File: config.mk
export PLATFORM = sky130hd
export DESIGN_NAME = mc_controller
export DESIGN_NICKNAME = d
export VERILOG_FILES = /design/src/rtl/mc_controller.sv
export SDC_FILE = /design/constraint.sdc
export NUM_CORES = 1
export LEC_CHECK = 0
export CAP_MARGIN = 20
export CORE_UTILIZATION = 42
export CTS_CLUSTER_SIZE = 10
export DETAILED_ROUTE_END_ITERATION = 10
export PLACE_DENSITY = 0.82
export SYNTH_ARGS = -nofsm -noshare
export SYNTH_HDL_FRONTEND = slang
export SYNTH_SLANG_ARGS = --single-unit
export TNS_END_PERCENT = 100
File: constraint.sdc
create_clock -name clk -period 7.2 [get_ports clk]
set_input_delay 1.8 -clock clk [delete_from_list [all_inputs] [get_ports clk]]
set_output_delay 1.8 -clock clk [all_outputs]
set_load 0.05 [all_outputs]
File: src/rtl/mc_controller.sv
// Multicycle ARM-subset controller: main FSM, ALU decode, condition check
// and the registered NZCV flags.
//
// Ports
//   clk, reset            : clock, synchronous active-high reset
//   Cond, Op, Funct       : instruction fields Instr[31:28], [27:26], [25:20]
//   ALUFlags              : NZCV produced by the ALU this cycle
//   PCWrite/IRWrite/RegWrite/MemWrite : write enables (forced 0 in reset)
//   AdrSrc, ALUSrcA, ALUSrcB, ResultSrc, ImmSrc, RegSrc, ALUControl : datapath selects
//   Flags                 : registered NZCV
//   State                 : current FSM state code
module mc_controller (
  input  logic       clk,
  input  logic       reset,
  input  logic [3:0] Cond,
  input  logic [1:0] Op,
  input  logic [5:0] Funct,
  input  logic [3:0] ALUFlags,
  output logic       PCWrite,
  output logic       IRWrite,
  output logic       RegWrite,
  output logic       MemWrite,
  output logic       AdrSrc,
  output logic       ALUSrcA,
  output logic [1:0] ALUSrcB,
  output logic [1:0] ResultSrc,
  output logic [1:0] ImmSrc,
  output logic [1:0] RegSrc,
  output logic [1:0] ALUControl,
  output logic [3:0] Flags,
  output logic [3:0] State
);

  typedef enum logic [3:0] {
    FETCH  = 4'd0, DECODE = 4'd1, MEMADR = 4'd2, MEMRD = 4'd3, MEMWB  = 4'd4,
    MEMWR  = 4'd5, EXECR  = 4'd6, EXECI  = 4'd7, ALUWB = 4'd8, BRANCH = 4'd9
  } state_t;

  state_t     r_state, w_next;
  logic [3:0] r_flags;
  logic       w_condex, w_n, w_z, w_c, w_v;
  logic [3:0] w_cmd;
  logic       w_is_cmp, w_cmd_ok;
  logic [1:0] w_aluctl;
  logic       w_pcw, w_irw, w_rw, w_mw, w_flag_ld;

  assign {w_n, w_z, w_c, w_v} = r_flags;
  assign w_cmd    = Funct[4:1];
  assign w_is_cmp = (w_cmd == 4'b1010);

  // Condition check against the registered flags.
  always_comb begin
    w_condex = 1'b0;
    unique case (Cond)
      4'b0000: w_condex = w_z;
      4'b0001: w_condex = ~w_z;
      4'b0010: w_condex = w_c;
      4'b0011: w_condex = ~w_c;
      4'b0100: w_condex = w_n;
      4'b0101: w_condex = ~w_n;
      4'b0110: w_condex = w_v;
      4'b0111: w_condex = ~w_v;
      4'b1000: w_condex = w_c & ~w_z;
      4'b1001: w_condex = ~w_c | w_z;
      4'b1010: w_condex = (w_n == w_v);
      4'b1011: w_condex = (w_n != w_v);
      4'b1100: w_condex = ~w_z & (w_n == w_v);
      4'b1101: w_condex = w_z | (w_n != w_v);
      4'b1110: w_condex = 1'b1;
      default: w_condex = 1'b0;
    endcase
  end

  // ALU decode; unknown commands default to ADD and never write back.
  always_comb begin
    w_aluctl = 2'b00;
    w_cmd_ok = 1'b1;
    unique case (w_cmd)
      4'b0100: w_aluctl = 2'b00;
      4'b0010: w_aluctl = 2'b01;
      4'b0000: w_aluctl = 2'b10;
      4'b1100: w_aluctl = 2'b11;
      4'b1010: w_aluctl = 2'b01;
      default: begin w_aluctl = 2'b00; w_cmd_ok = 1'b0; end
    endcase
  end

  always_ff @(posedge clk) begin
    if (reset) begin
      r_state <= FETCH;
      r_flags <= 4'b0000;
    end else begin
      r_state <= w_next;
      if (w_flag_ld) r_flags <= ALUFlags;
    end
  end

  always_comb begin
    w_next     = FETCH;
    w_pcw      = 1'b0;
    w_irw      = 1'b0;
    w_rw       = 1'b0;
    w_mw       = 1'b0;
    w_flag_ld  = 1'b0;
    AdrSrc     = 1'b0;
    ALUSrcA    = 1'b0;
    ALUSrcB    = 2'b00;
    ResultSrc  = 2'b00;
    ALUControl = 2'b00;
    unique case (r_state)
      FETCH: begin
        w_next = DECODE;
        w_irw = 1'b1; w_pcw = 1'b1;
        ALUSrcA = 1'b1; ALUSrcB = 2'b10; ResultSrc = 2'b10;
      end
      DECODE: begin
        unique case (Op)
          2'b00:   w_next = Funct[5] ? EXECI : EXECR;
          2'b01:   w_next = MEMADR;
          2'b10:   w_next = BRANCH;
          default: w_next = FETCH;
        endcase
        ALUSrcA = 1'b1; ALUSrcB = 2'b10; ResultSrc = 2'b10;
      end
      MEMADR: begin
        w_next = Funct[0] ? MEMRD : MEMWR;
        ALUSrcB = 2'b01;
      end
      MEMRD:  begin w_next = MEMWB; AdrSrc = 1'b1; end
      MEMWB:  begin ResultSrc = 2'b01; w_rw = w_condex; end
      MEMWR:  begin AdrSrc = 1'b1; w_mw = w_condex; end
      EXECR, EXECI: begin
        w_next     = ALUWB;
        ALUSrcB    = (r_state == EXECI) ? 2'b01 : 2'b00;
        ALUControl = w_aluctl;
        w_flag_ld  = w_condex & (Funct[0] | w_is_cmp);
      end
      ALUWB:  w_rw = w_condex & w_cmd_ok & ~w_is_cmp;
      BRANCH: begin
        ALUSrcB = 2'b01; ResultSrc = 2'b10;
        w_pcw = w_condex;
      end
      default: w_next = FETCH;
    endcase
  end

  // Write enables are held off for the whole reset cycle.
  assign PCWrite  = w_pcw & ~reset;
  assign IRWrite  = w_irw & ~reset;
  assign RegWrite = w_rw  & ~reset;
  assign MemWrite = w_mw  & ~reset;

  assign ImmSrc = Op;
  assign RegSrc = {(Op == 2'b01) & ~Funct[0], (Op == 2'b10)};
  assign Flags  = r_flags;
  assign State  = r_state;

endmodule

Word-level counts from Yosys, hierarchy flattened
Cells that the tools add are included.

operators by class
  $add $sub $neg = 0
  multipliers = 0
  divide/modulo/power cells = 0
  magnitude comparators = 0
  equality and inequality tests = 31
  shift operators = 0
  muxes and demuxes = 18
  bitwise operators = 20
  reductions and logical operators = 11

operators with widths
  operator              number
  $eq A4 B4 Y1 const B  11
  $eq A4 B3 Y1 const B  9
  $eq A4 B2 Y1 const B  5
  $pmux W4 S5           1
  $pmux W1 S15          1
  $logic_not A4 Y1      3
  $pmux W2 S3           2
  $pmux W4 S3           1
  $and A1 B1 Y1         10
  $reduce_or A2 Y1      5
  $eq A4 B1 Y1 const B  2
  $mux W1               8
  $not A1 Y1            7
  $reduce_or A5 Y1      1
  $pmux W1 S2           2
  $pmux W2 S2           1
  $mux W3               1
  $or A1 B1 Y1          3
  $reduce_or A3 Y1      1
  $eq A2 B1 Y1 const B  1
  $eq A2 B2 Y1 const B  1
  $logic_not A2 Y1      1
  $mux W2               1
  $eq A1 B1 Y1          1
  $ne A1 B1 Y1          1

storage, ports and cells
  register bits after elaboration = 8
  latch bits = 0
  bits in writable memories = 0
  bits in read-only memories = 0
  output and inout bits = 24
  logic and storage cells = 82
  memories kept = 0

Depth between registers and ports, before layout
  depth in word-level cells = 7
  depth in mapped cells = 6

Worst setup path before layout
No wires, ideal clock.

  path type = input-to-output
  start = input reset
  end = output PCWrite
  arrival = 3.786 ns
  data required time = 5.400 ns
  slack = 1.614 ns
  stages on the path = 3
  buffers on the path = 0
  path through = or3_1 > nor3_1 > a31o_1

on the way
  longest elaborated chain between the ends = 2

ends and longest elaborated chain
  item                line  source
  start: declaration  14    input logic reset,
  $not A1 Y1          148   assign PCWrite = w_pcw & ~reset;
  $and A1 B1 Y1       148
  end: declaration    19    output logic PCWrite,

Every way passes these cells.

Final worst setup path
  start = input Cond[3]
  end = output RegWrite

on the way
  longest elaborated chain between the ends = 6
  elaborated cells between the ends (all ways) = 20

ends and longest elaborated chain
  item                                        line  source
  start: declaration                          15    input logic [3:0] Cond,
  $eq A4 B4 Y1, or another cell as far along  54    unique case (Cond)
  $pmux W1 S15 *                              54
  $and A1 B1 Y1 (2 in a row)                  138   ALUWB: w_rw = w_condex & w_cmd_ok & ~w_is_cmp;
  $pmux W1 S2 *                               110   unique case (r_state)
  $and A1 B1 Y1 *                             150   assign RegWrite = w_rw & ~reset;
  end: declaration                            21    output logic RegWrite,

Mark *: on every way between the ends. The rest lies on a longest branch, timed or not.

==> flow_summary.ini <==
[status]
status = completed

[yosys]
ys_seq_elements = 8
yosysSeqAreaShare_pct = 19.3
synth.yosys.warnings = 0
yosys-top-cells-area = dfxtp_1, nand2b_1, mux2i_1, nor3_1, nor3b_1
syn_nets = 122
synth_edf_count = 0
yosys.area.top_type = dfxtp_1
ys_async_sr_fraction_pct = 0
synth_top_area_share_pct = 19.3
syn_inst = 104
synth_ff_type = dfxtp_1
syn_area_um2 = 831
synth.avg_cell_area_um2 = 7.99
synth_cell_types = 43

[sta]
period_share_pct = 87.1
fin_crit_ns = 6.27
rsz0062_at_grt = false
max_freq_mhz = 159
maxSlewViolCount = 0
finalHoldViolations = 0
tightestPinTransition_ns = 0.575
slew_headroom_pct = 61.6
final.setup.tns_ns = 0
setup_viol = 0
finClkSkew_ns = 0.00194

[setup_path]
critPathLaunchType = input pin
r2r_start = State[2]
critPathRequiredTime_ns = 5.40
arrival_ns = 4.47
critical_path_class = input pin to output port
reg2reg_setup_slack_ns = 5.45
crit_chain = clkdlybuf4s50_1 -> or4b_1 -> a31oi_1 -> a21oi_2 -> a31oi_2 -> nor4b_4 -> clkdlybuf4s50_1
critPathLaunch = Cond[3]
critPathMaxStageDelay_ns = 0.84
r2r-end = Flags[3]
crit_top_cell = clkdlybuf4s50_1
crit_fanout = 10
endpoint = RegWrite
crit_slowest_cell = clkdlybuf4s50_1
reg2regPathDepth = 5
cp-end-kind = output port

[cells_and_area]
design_area_um2 = 1230
final_common_cell = clkdlybuf4s50_1
final_core_util_pct = 69.3
diodes = 0
nNetsFinal = 158
area_delta_synth_final_pct = 48.6
drive_gt1_share_pct = 7.25
fill_cells = 156
layout_common_cells = clkdlybuf4s50_1, nand2b_1, dfxtp_1, nor3_1, nor2_1

[power]
swShare_pct = 39.6
power_frac_comb_pct = 46.8
p_per_area_nw_per_um2 = 127
irDropWorstVdd_uv = 139
seq_power_share_pct = 32.3
p_clk_share_pct = 20.9
cellLeakagePower_nw = 0.419
p_int_uw = 94.5
p_switching_uw = 61.9

[hold_path]
min_path_type = flip-flop to flip-flop
hp-start = Flags[0]

[floorplanning]
initial_core_util_pct = 46.6
die_area_um2 = 2160
die_height_um = 46.5
num_rows = 15
die_x_um = 46.5
core_area_um2 = 1780
ioPinCount = 42

[grt]
grt_pass1_vias = 726
antenna_found_initial = 0
grt_usage_pct = 19.5
grt_max_degree = 17
grt_pass1_wl_um = 3060
gr-total-overflow = 0

[detailed_routing]
via_per_inst = 5.43
dr_total_vias = 885
drt_wl_total_um = 1980
drt_first_pass_iters = 4
first_iter_violations = 13
ant_nets = 0
drcViolationCount = 0
wl_per_cell_um = 12.2

[clock_network]
cts_made_buffers = 3
clockBufferDepth = 2
clk_latency_ns = 0.24
numClockSinks = 8
cts_resized = 0
cts_hold_buf = 0
cts_tree = built
root_buffer = clkbuf_4
clk_pin_slew_ns = 0.05
postCtsSetupRepairBufs = 0
cts_max_level = 1

[place]
place_congestion = 0.794
post_dp_cell_area_um2 = 1210
dpl.hpwl_um = 1590
port_buffers = 41

[flow_run]
maxCapViolCount = 0
## cell families (layout without fill, tap and decap cells)
group                     Yosys count  after routing  synth area share, %
and+or+nand+nor                    53             53                 40.8
AOI/OAI and AO/OA                  21             21                 20.2
buffers and inverters              12             46                 8.13
DFF                                 8              8                 19.3
muxes                               6              6                 7.38
xor gates and xnor gates            4              4                 4.22
## worst max-delay path: cells and delay by family
kind / cells / cell delay (ns)
AND/OR/NAND/NOR: 2 / 0.78
buffers and inverters: 2 / 1.40
AO/OA/AOI/OAI: 3 / 0.49
## per-stage QoR
step,cells,hold WS (ns),total power [mW],worst slack [ns]
2_1_floorplan,104,0.728,0.0993,1.61
3_3_place_gp,160,0.526,0.124,0.972
3_5_place_dp,160,0.533,0.124,0.915
4_1_cts,163,0.543,0.158,0.915
5_1_grt,163,0.586,0.165,0.821
6_report,163,0.535,0.156,0.928
## metal layers
layer,vias to the layer above,global-route usage [%],wire length (um)
met5,-,0,0
met4,0,8.82,10
met3,2,2.35,71
met2,23,30.0,958
met1,407,26.6,941
li1,453,-,-
## area by class of cell
type	instances	area, um^2	share of cell area [%]
Inverter	2	7.51	0.608
Sequential cell	8	160	13.0
Tap cell	25	31.3	2.53
Clock buffer	3	22.5	1.82
Multi-Input combinational cell	84	603	48.8
Timing Repair Buffer	41	410	33.2
## synthesized netlist by cell type (2+ instances only)
master / n
and3_1: 2
nand4bb_1: 2
buf_2: 3
clkbuf_1: 2
nor3_1: 8
nand2b_1: 11
a31oi_1: 4
mux2i_1: 5
nand2_1: 4
a21oi_1: 5
buf_4: 3
nor2b_1: 3
dfxtp_1: 8
nand3_1: 3
xor2_1: 3
nor3b_1: 5
nand3b_1: 2
nor2_1: 6
## flip-flops by register name, summed over array words and instances (netlist names)
| name | flops |
|---|---|
| State | 4 |
| Flags | 4 |
## how the worst min path moves through the flow
stage | to | depth (start not counted) | slack [ns]
finish | Flags[0] | 2 | 0.53
global route | Flags[0] | 2 | 0.59
CTS | Flags[0] | 2 | 0.54
detailed placement | Flags[0] | 2 | 0.53
global placement | Flags[0] | 2 | 0.53
floorplan | Flags[1] | 2 | 0.73
## power groups by stage
stage / logic (mW) / registers, mW / clock network [mW]
final: 0.0733 / 0.0505 / 0.0327
after detailed placement: 0.0731 / 0.0513 / 0
after CTS: 0.0734 / 0.0504 / 0.0344
after global routing: 0.0772 / 0.0509 / 0.0371
after floorplan: 0.0454 / 0.0539 / 0
after global placement: 0.0724 / 0.0512 / 0
(Power assumes the default switching activity.)
